### src/rtl/level_sequencer.sv
// Level sequencer: loads per-level start coordinates from a level ROM, holds the
// coin-manager refresh strobes across a vs frame edge, and tracks win/death/level flow.
module level_sequencer #(
    parameter int NUM_LEVELS = 4,
    parameter int ROM_LAT    = 1
) (
    input  logic        Clk,
    input  logic        RESET_N,
    input  logic        start,
    input  logic        vs,
    input  logic        player_dead,
    input  logic        player_in_goal,
    input  logic        collected_all,
    output logic [7:0]  rom_addr,
    input  logic [4:0]  rom_data,
    output logic [4:0]  player_start_x,
    output logic [4:0]  player_start_y,
    output logic [29:0] coin_start_x,
    output logic [29:0] coin_start_y,
    output logic        initialize_level,
    output logic        new_level,
    output logic [3:0]  level_num,
    output logic [15:0] death_count,
    output logic        busy,
    output logic        game_complete
);

    typedef enum logic [2:0] {
        S_IDLE, S_LOAD, S_INIT, S_PLAY, S_DEATH, S_ADVANCE, S_DONE
    } state_t;

    // Capture of ROM word idx happens ROM_LAT cycles after its address is driven;
    // LOAD ends on the capture of idx 13.
    localparam logic [4:0] LOAD_FIRST_CAP = 5'(ROM_LAT);
    localparam logic [4:0] LOAD_LAST      = 5'(13 + ROM_LAT);
    localparam logic [3:0] LAST_LEVEL     = 4'(NUM_LEVELS - 1);

    state_t      state_reg;
    logic [4:0]  load_cnt_reg;
    logic        tick_seen_reg;
    logic [7:0]  rom_addr_reg;
    logic [3:0]  level_reg;
    logic [15:0] death_reg;
    logic        init_reg;
    logic        new_level_reg;
    logic        busy_reg;
    logic        done_reg;
    logic [4:0]  player_x_reg;
    logic [4:0]  player_y_reg;

    logic        vs_meta_reg;
    logic        vs_sync_reg;
    logic        vs_prev_reg;
    logic        frame_tick_reg;

    logic        cap_en;
    logic [3:0]  cap_idx;

    assign cap_en  = (state_reg == S_LOAD) && (load_cnt_reg >= LOAD_FIRST_CAP);
    assign cap_idx = 4'(load_cnt_reg - LOAD_FIRST_CAP);

    // vs crosses in through two flops; a registered rising-edge detect gives a 1-cycle frame tick.
    always_ff @(posedge Clk or negedge RESET_N) begin
        if (!RESET_N) begin
            vs_meta_reg    <= 1'b0;
            vs_sync_reg    <= 1'b0;
            vs_prev_reg    <= 1'b0;
            frame_tick_reg <= 1'b0;
        end else begin
            vs_meta_reg    <= vs;
            vs_sync_reg    <= vs_meta_reg;
            vs_prev_reg    <= vs_sync_reg;
            frame_tick_reg <= vs_sync_reg & ~vs_prev_reg;
        end
    end

    // Game-flow FSM with all control outputs registered alongside the state.
    always_ff @(posedge Clk or negedge RESET_N) begin
        if (!RESET_N) begin
            state_reg     <= S_IDLE;
            load_cnt_reg  <= 5'd0;
            tick_seen_reg <= 1'b0;
            rom_addr_reg  <= 8'd0;
            level_reg     <= 4'd0;
            death_reg     <= 16'd0;
            init_reg      <= 1'b0;
            new_level_reg <= 1'b0;
            busy_reg      <= 1'b0;
            done_reg      <= 1'b0;
        end else begin
            case (state_reg)
                S_IDLE, S_DONE: begin
                    if (start) begin
                        state_reg    <= S_LOAD;
                        level_reg    <= 4'd0;
                        death_reg    <= 16'd0;
                        rom_addr_reg <= 8'd0;
                        load_cnt_reg <= 5'd0;
                        busy_reg     <= 1'b1;
                        done_reg     <= 1'b0;
                    end
                end
                S_LOAD: begin
                    load_cnt_reg <= load_cnt_reg + 5'd1;
                    if (load_cnt_reg < 5'd13) begin
                        rom_addr_reg <= {level_reg, load_cnt_reg[3:0] + 4'd1};
                    end
                    if (load_cnt_reg == LOAD_LAST) begin
                        state_reg     <= S_INIT;
                        init_reg      <= 1'b1;
                        tick_seen_reg <= 1'b0;
                    end
                end
                S_INIT: begin
                    // Two ticks guarantee a full vs rising edge falls inside the pulse.
                    if (frame_tick_reg) begin
                        if (tick_seen_reg) begin
                            state_reg <= S_PLAY;
                            init_reg  <= 1'b0;
                            busy_reg  <= 1'b0;
                        end else begin
                            tick_seen_reg <= 1'b1;
                        end
                    end
                end
                S_PLAY: begin
                    if (frame_tick_reg) begin
                        if (player_dead) begin
                            state_reg     <= S_DEATH;
                            new_level_reg <= 1'b1;
                            busy_reg      <= 1'b1;
                            tick_seen_reg <= 1'b0;
                            if (death_reg != 16'hFFFF) begin
                                death_reg <= death_reg + 16'd1;
                            end
                        end else if (collected_all && player_in_goal) begin
                            state_reg <= S_ADVANCE;
                            busy_reg  <= 1'b1;
                        end
                    end
                end
                S_DEATH: begin
                    if (frame_tick_reg) begin
                        if (tick_seen_reg) begin
                            state_reg     <= S_PLAY;
                            new_level_reg <= 1'b0;
                            busy_reg      <= 1'b0;
                        end else begin
                            tick_seen_reg <= 1'b1;
                        end
                    end
                end
                S_ADVANCE: begin
                    if (level_reg == LAST_LEVEL) begin
                        state_reg <= S_DONE;
                        busy_reg  <= 1'b0;
                        done_reg  <= 1'b1;
                    end else begin
                        state_reg    <= S_LOAD;
                        level_reg    <= level_reg + 4'd1;
                        rom_addr_reg <= {level_reg + 4'd1, 4'd0};
                        load_cnt_reg <= 5'd0;
                    end
                end
                default: state_reg <= S_IDLE;
            endcase
        end
    end

    // Player start registers take ROM words 0 and 1.
    always_ff @(posedge Clk or negedge RESET_N) begin
        if (!RESET_N) begin
            player_x_reg <= 5'd0;
            player_y_reg <= 5'd0;
        end else if (cap_en) begin
            if (cap_idx == 4'd0) player_x_reg <= rom_data;
            if (cap_idx == 4'd1) player_y_reg <= rom_data;
        end
    end

    genvar gi;
    generate
        for (gi = 0; gi < 6; gi++) begin : g_coin
            logic [4:0] coin_x_reg;
            logic [4:0] coin_y_reg;

            // Coin gi takes ROM words 2+2*gi (x) and 3+2*gi (y); off-screen values pass untouched.
            always_ff @(posedge Clk or negedge RESET_N) begin
                if (!RESET_N) begin
                    coin_x_reg <= 5'd0;
                    coin_y_reg <= 5'd0;
                end else if (cap_en) begin
                    if (cap_idx == 4'(2 + 2 * gi)) coin_x_reg <= rom_data;
                    if (cap_idx == 4'(3 + 2 * gi)) coin_y_reg <= rom_data;
                end
            end

            assign coin_start_x[5*gi +: 5] = coin_x_reg;
            assign coin_start_y[5*gi +: 5] = coin_y_reg;
        end
    endgenerate

    assign rom_addr         = rom_addr_reg;
    assign player_start_x   = player_x_reg;
    assign player_start_y   = player_y_reg;
    assign initialize_level = init_reg;
    assign new_level        = new_level_reg;
    assign level_num        = level_reg;
    assign death_count      = death_reg;
    assign busy             = busy_reg;
    assign game_complete    = done_reg;

endmodule
### config.mk
export PLATFORM = sky130hd
export DESIGN_NAME = level_sequencer
export DESIGN_NICKNAME = d
export VERILOG_FILES = /design/src/rtl/level_sequencer.sv
export SDC_FILE = /design/constraint.sdc
export NUM_CORES = 1
export LEC_CHECK = 0
export BUFFER_PORTS_ARGS = -buffer_cell sky130_fd_sc_hd__buf_2
export CAP_MARGIN = 25
export CORE_ASPECT_RATIO = 1.2
export CORE_MARGIN = 2
export CORE_UTILIZATION = 49
export CTS_CLUSTER_SIZE = 16
export DETAILED_ROUTE_END_ITERATION = 16
export PLACE_DENSITY_LB_ADDON = 0.2
export SYNTH_ARGS = -nofsm -noshare
export SYNTH_HDL_FRONTEND = slang
export SYNTH_SLANG_ARGS = --single-unit
### constraint.sdc
create_clock -name Clk -period 2.2 [get_ports Clk]
set_clock_uncertainty 0.05 [all_clocks]
set_input_delay 0.33 -clock Clk [delete_from_list [all_inputs] [get_ports Clk]]
set_output_delay 0.33 -clock Clk [all_outputs]
set_load 0.02 [all_outputs]
==> results of run 1 <==
==> worst min-delay path, stage by stage <==
cell and delay [ns]:
buf_2 0.14, nand3b_1 0.08, nand2_1 0.05, o31ai_1 0.05
==> area by class of cell <==
| type | instances | area (sq um) | share of cell area [%] |
|---|---|---|---|
| inverter | 7 | 26.28 | 0.3833 |
| multi-input combinational | 323 | 2411 | 35.17 |
| tap | 132 | 165.2 | 2.409 |
| clock inverter | 13 | 148.9 | 2.172 |
| timing repair buffer | 138 | 773.2 | 11.28 |
| clock buffer | 19 | 452.9 | 6.607 |
| sequential | 115 | 2878 | 41.98 |
==> logic make-up after synthesis <==
| family | after synthesis |
|---|---|
| compound gates | 97 |
| xor+xnor | 6 |
| simple gates | 139 |
| buf+inv | 30 |
| fa+ha+maj | 8 |
| flops | 115 |
| mux | 73 |
==> cell usage after synthesis (2+ instances only) <==
cell type  count  area (sq um)
and4b_1        2         20.02
mux2_2        73         822.0
nor2_2         4         25.02
o22ai_1        2         12.51
a32o_1         2         20.02
nand4b_1       3         26.28
nor2_4         5         56.30
ha_1           8         100.1
buf_2          3         15.01
clkbuf_1      13         48.80
buf_6          4         45.04
o21ai_0       38         190.2
nor3_1         5         25.02
clkbuf_8       2         27.53
o211ai_1       4         30.03
xor2_1         3         26.28
nand2_1       38         142.6
and3_1         8         50.05
o31ai_1        7         52.55
a31oi_1        5         31.28
nand4_1        3         18.77
nand3_1       21         105.1
and2_1         4         25.02
o22a_1         2         17.52
o311ai_0       2         17.52
nand2b_1       6         37.54
a41oi_1        2         17.52
inv_1          7         26.28
dfrtp_1      115          2878
nor2_1        22         82.58
and4_1         3         26.28
o21ai_2        2         17.52
xnor2_1        3         26.28
a21oi_1       17         85.08
==> layer usage <==
layer	vias up	wire, um	global-route usage [%]
met1	2076	5462	27.62
met5	-	0	0
met3	14	650	5.634
li1	1990	-	-
met4	0	144	7.277
met2	108	6659	38.09
==> metrics by stage <==
stage	utilization (%)	setup TNS (ns)	setup slack, ns	cell area, sq um
floorplan	-	0	0.1223	5430
CTS	62.50	0	0.02629	6832
finish	62.72	0	0.07112	6855
detailed placement	56.77	-1.071	-0.06660	6205
global route	62.72	-0.9504	-0.05953	6855
global placement	56.77	-0.04986	-0.01052	6205
==> worst max path at each step <==
stage | slack (ns) | cells after the start | to
finish | 0.07 | 7 | g_coin[3].coin_x_reg[0]$_DFFE_PN0P_
global route | -0.06 | 7 | player_start_y[3]$_DFFE_PN0P_
CTS | 0.03 | 6 | player_start_y[1]$_DFFE_PN0P_
detailed placement | -0.07 | 7 | g_coin[0].coin_y_reg[2]$_DFFE_PN0P_
global placement | -0.01 | 7 | g_coin[0].coin_y_reg[2]$_DFFE_PN0P_
floorplan | 0.12 | 7 | g_coin[0].coin_x_reg[0]$_DFFE_PN0P_
==> repair_timing <==
item | CTS | global route
endpoints found under the setup margin | 23 | 61
cloned | 0 | 0
pin swaps | 0 | 0
gates resized for setup | 2 | 5
hold buffers | 2 | 0
endpoints found under the hold margin | 41 | 0
setup buffers | 0 | 0
==> where the power goes <==
part | switching [mW] | internal (mW) | leakage (nW)
registers | 0.592 | 3.02 | 1.41
logic | 2.91 | 2.03 | 1.45
clock network | 1.02 | 1.74 | 0.287
total | 4.52 | 6.80 | 3.15
==> impl_metrics.csv, run 1 <==
group,metric,value,unit
floorplan,core,10930,sq um
route,num_vias,4188,
floorplan,die_w,100.1,um
setup_path,crit_path_start_kind,"flip-flop",
sta,hold_viol,0,
setup_path,crit_path_end_kind,"flip-flop",
synth,synth_edf_count,0,
synth,syn_inst,468,
synth,synth_top_family_by_area,"multiplexers",
setup_path,r2r_end,"g_coin[3].coin_x_reg[0]$_DFFE_PN0P_",
setup_path,crit_path_start,"load_cnt_reg[0]$_DFFE_PN0P_",
synth,seq_area_frac_synth,53.00,%
sta,slew_headroom,60.47,%
route,viasPerCell,5.606,
setup_path,r2r-start,"load_cnt_reg[0]$_DFFE_PN0P_",
cells_and_area,diodes,0,
setup_path,critPathMaxStageDelay,0.42,ns
sta,setup_viol,0,
floorplan,start_util,49.68,%
clock_tree,cts_root_buffer,"clkbuf_16",
placed_design,dp_hpwl,9.207,mm
sta,worst_pin_slew,0.5929,ns
setup_path,ff2ff_setup_slack,0.07,ns
synth,syn_avg_cell_area,11.60,sq um
setup_path,crit_chain,"inv_1 -> ha_1 -> and2_1 -> a21oi_1 -> a2bb2oi_2 -> nor2_2 -> mux2_2",
cells_and_area,final_cell_mix,"dfrtp_1 (115), buf_2 (112), mux2_2 (73)",
setup_path,worst-path-buf-inv,1,
synth,yosys.area_share.adder,1.843,%
min_path,hold_depth,4,
clock_tree,tritoncts,"built",
cells_and_area,final_layout_size_suffix_gt1_share,42.93,%
setup_path,slowest_stage,"dfrtp_1",
synth,synth_ff_type,"dfrtp_1",
synth,synthesis.area,5430,sq um
floorplan,io-pin-count,114,
setup_path,crit_type,"reg -> reg",
power,vdd_drop_max,0.9483,mV
setup_path,crit_path_max_fanout,6,
clock_tree,htree_levels,4,
power,p_leak,3.145,nW
min_path,hold_start,"start",
setup_path,cp.arrival,2.37,ns
cells_and_area,final_common_cell,"dfrtp_1",
floorplan,rows,42,
synth,synthDistinctLibCells,64,
global_routing,grtUsageTotal,22.32,%
route,antenna_left,0,
synth,synth-simple-area-share,14.06,%
cells_and_area,stdcell_count,747,
flow_run,max-cap-violations,0,
synth,synthXorXnorAreaFrac,0.9677,%
placed_design,dpl.cell_count,713,
clock_tree,clk_pin_slew,0.06,ns
setup_path,cp.required,2.44,ns
global_routing,grt_start_max_net_pins,44,
sta,whs,0.2376,ns
synth,yosys_warnings,0,
synth,synth-compound-area-share,11.87,%
sta,rsz0062_at_grt,"true",
clock_tree,clk_latency,0.41,ns
power,total_power,11.31,mW
setup_path,path_delay_family,"compound AO/OA/AOI/OAI gates",
placed_design,place_congestion,0.8835,
run_status,outcome,"complete, no violations",
setup_path,r2r_cells,7,
floorplan,die-height,119.3,um
cells_and_area,fin_nets,622,
synth,synth_seq_cells,115,
route,finalWirelength,12.92,mm
sta,slew_violations,0,
route,initialDrtViolationCount,145,
cells_and_area,n_fill_cell,927,
clock_tree,clock_sinks,115,
global_routing,grt_overflow,0,
sta,fin_crit_sh,96.77,%
global_routing,antenna_found_initial,0,
cells_and_area,syn_to_final_growth,26.24,%
route,wire_per_inst,17.29,um
route,remaining_drc_errors,0,
clock_tree,cts_made_buffers,17,
sta,timing.fmax,0.4697,GHz
min_path,whs_endpoint,"game_complete$_DFFE_PN0P_",
min_path,hp-class,"in -> reg",
global_routing,grt_pass1_vias,4119,
placed_design,port_buffers,113,
synth,synth.area.mux_share,15.14,%
power,p_per_area,1650,nW/um^2
synth,async_reset_ff_share,100.0,%
clock_tree,cts_max_path_buffers,2,
route,dr.pass1.iters,4,
global_routing,grt_pass1_wl,20.84,mm
synth,syn_nets,488,
sta,layout_min_cycle_time,2.129,ns
floorplan,dieArea,11940,sq um
(Power assumes the default switching activity.)
==> run 2: changes to the inputs <==
Settings changed: RECOVER_POWER from default to 50.
==> run 2 against run 1 <==
Net effect: final cell count stayed put; via count is essentially flat; worst setup slack lost 0.0029 ns; clock power barely moved; design area fell by 1.7%; sequential power about the same; combinational power down 4.3%; register-to-register slack barely moved; total power is 1.7% lower; largest cell class unchanged.
==> impl_metrics.csv, run 2 (same netlist as run 1, synthesis figures left out) <==
group,metric,value,unit
cells_and_area,final_layout_size_suffix_gt1_share,29.76,%
setup_path,crit_path_start,"load_cnt_reg[0]$_DFFE_PN0P_",
global_routing,grt_overflow,0,
clock_tree,htree_levels,4,
setup_path,crit_type,"reg -> reg",
setup_path,critPathMaxStageDelay,0.42,ns
cells_and_area,stdcell_count,747,
setup_path,crit_path_end_kind,"flip-flop",
floorplan,io-pin-count,114,
power,p_leak,2.899,nW
sta,rsz0062_at_grt,"true",
setup_path,ff2ff_setup_slack,0.07,ns
sta,slew_violations,0,
floorplan,die_w,100.1,um
sta,fin_crit_sh,96.90,%
power,vdd_drop_max,0.9329,mV
cells_and_area,final_util,61.63,%
sta,worst_pin_slew,1.110,ns
placed_design,dp_hpwl,9.207,mm
cells_and_area,final_cell_mix,"dfrtp_1 (115), clkbuf_1 (81), mux2_2 (73)",
sta,whs,0.2361,ns
setup_path,cp_num_cells,7,
cells_and_area,fin_nets,622,
clock_tree,tritoncts,"built",
setup_path,crit_path_start_kind,"flip-flop",
global_routing,grt_start_max_net_pins,44,
route,finalWirelength,12.92,mm
sta,timing.fmax,0.4691,GHz
setup_path,r2r_end,"g_coin[3].coin_x_reg[1]$_DFFE_PN0P_",
clock_tree,clk_latency,0.41,ns
sta,tns,0,ns
clock_tree,cts_max_path_buffers,2,
setup_path,cp.arrival,2.37,ns
floorplan,rows,42,
setup_path,worst-path-buf-inv,1,
sta,hold_viol,0,
route,antenna_left,0,
floorplan,dieArea,11940,sq um
setup_path,crit_chain,"inv_1 -> ha_1 -> and2_1 -> a21oi_1 -> a2bb2oi_2 -> nor2_2 -> mux2_2",
placed_design,dpl.cell_count,713,
setup_path,slowest_stage,"dfrtp_1",
setup_path,r2r-start,"load_cnt_reg[0]$_DFFE_PN0P_",
cells_and_area,syn_to_final_growth,24.06,%
clock_tree,cts_root_buffer,"clkbuf_16",
global_routing,grt_pass1_wl,20.84,mm
global_routing,grt_pass1_vias,4119,
global_routing,grtUsageTotal,22.32,%
sta,slew_headroom,26.03,%
placed_design,port_buffers,113,
floorplan,core,10930,sq um
setup_path,path_delay_family,"compound AO/OA/AOI/OAI gates",
route,num_vias,4191,
floorplan,start_util,49.68,%
cells_and_area,final_common_cell,"dfrtp_1",
route,remaining_drc_errors,0,
setup_path,crit_path_max_fanout,6,
sta,layout_min_cycle_time,2.132,ns
clock_tree,clk_pin_slew,0.06,ns
route,initialDrtViolationCount,132,
route,wire_per_inst,17.30,um
setup_path,r2r_cells,7,
flow_run,max-cap-violations,0,
floorplan,die-height,119.3,um
run_status,outcome,"complete, no violations",
power,total_power,11.12,mW
cells_and_area,diodes,0,
clock_tree,clock_sinks,115,
setup_path,cp-endpoint,"g_coin[3].coin_x_reg[1]$_DFFE_PN0P_",
route,dr.pass1.iters,4,
placed_design,place_congestion,0.8835,
setup_path,cp.required,2.44,ns
global_routing,antenna_found_initial,0,
power,p_per_area,1651,nW/um^2
min_path,hp-class,"in -> reg",
route,viasPerCell,5.610,
sta,setup_viol,0,
clock_tree,cts_made_buffers,17,
[run 2: cell types whose count changed in the layout (fill, tap and decap cells not counted), sizes merged]
cell    delta
buf       -82
clkbuf    +82
[run 2: what timing repair did]
action	in CTS	in global routing
endpoints found under the hold margin	41	0
resized for setup	2	5
hold buffers	2	0
setup endpoints to repair	23	61
buffers inserted	0	0
[run 2: power by group]
part | internal [mW] | switching (mW)
Clock | 1.74 | 1.02
Combinational | 1.82 | 2.91
Sequential | 3.02 | 0.611
Total | 6.59 | 4.54
[run 2: area by class of cell]
cell class              instances  area, sq um
clock buffers                  19        452.9
flip-flops and latches        115         2878
repair buffers                138        654.4
fillers                       975         4194
multi-input cells             323         2411
well taps                     132        165.2
inverters                       7        26.28
clock inverters                13        148.9
[run 2: metrics by stage]
step | area, sq um | setup slack, ns
2_1_floorplan | 5430 | 0.1223
3_3_place_gp | 6205 | -0.01052
3_5_place_dp | 6205 | -0.06660
4_1_cts | 6832 | 0.02629
5_1_grt | 6736 | -0.05953
6_report | 6736 | 0.06824
[run 2: per-layer routing]
layer / vias to the layer above / track usage (%) / wire, um
li1: 1988 / - / -
met1: 2085 / 27.62 / 5438
met2: 104 / 38.09 / 6709
met3: 14 / 5.634 / 632
met4: 0 / 7.277 / 144
met5: - / 0 / 0
[run 2: how the worst min path moves through the flow]
stage | start | endpoint | depth (start not counted)
after global placement | vs_meta_reg$_DFF_PN0_ | vs_sync_reg$_DFF_PN0_ | 0
after floorplan | RESET_N | busy$_DFFE_PN0P_ | 0
after detailed placement | vs_meta_reg$_DFF_PN0_ | vs_sync_reg$_DFF_PN0_ | 0
final | start | game_complete$_DFFE_PN0P_ | 4
after CTS | start | game_complete$_DFFE_PN0P_ | 4
after global routing | start | game_complete$_DFFE_PN0P_ | 4
[run 2: worst reg2reg max path, delay by kind of cell, from the launching register on]
family	cells	cell delay, ns
AOI/OAI and AO/OA	2	0.59
muxes	1	0.30
and+or+nand+nor	2	0.32
adders and majority gates	1	0.24
DFF	1	0.42
buffers and inverters	1	0.11
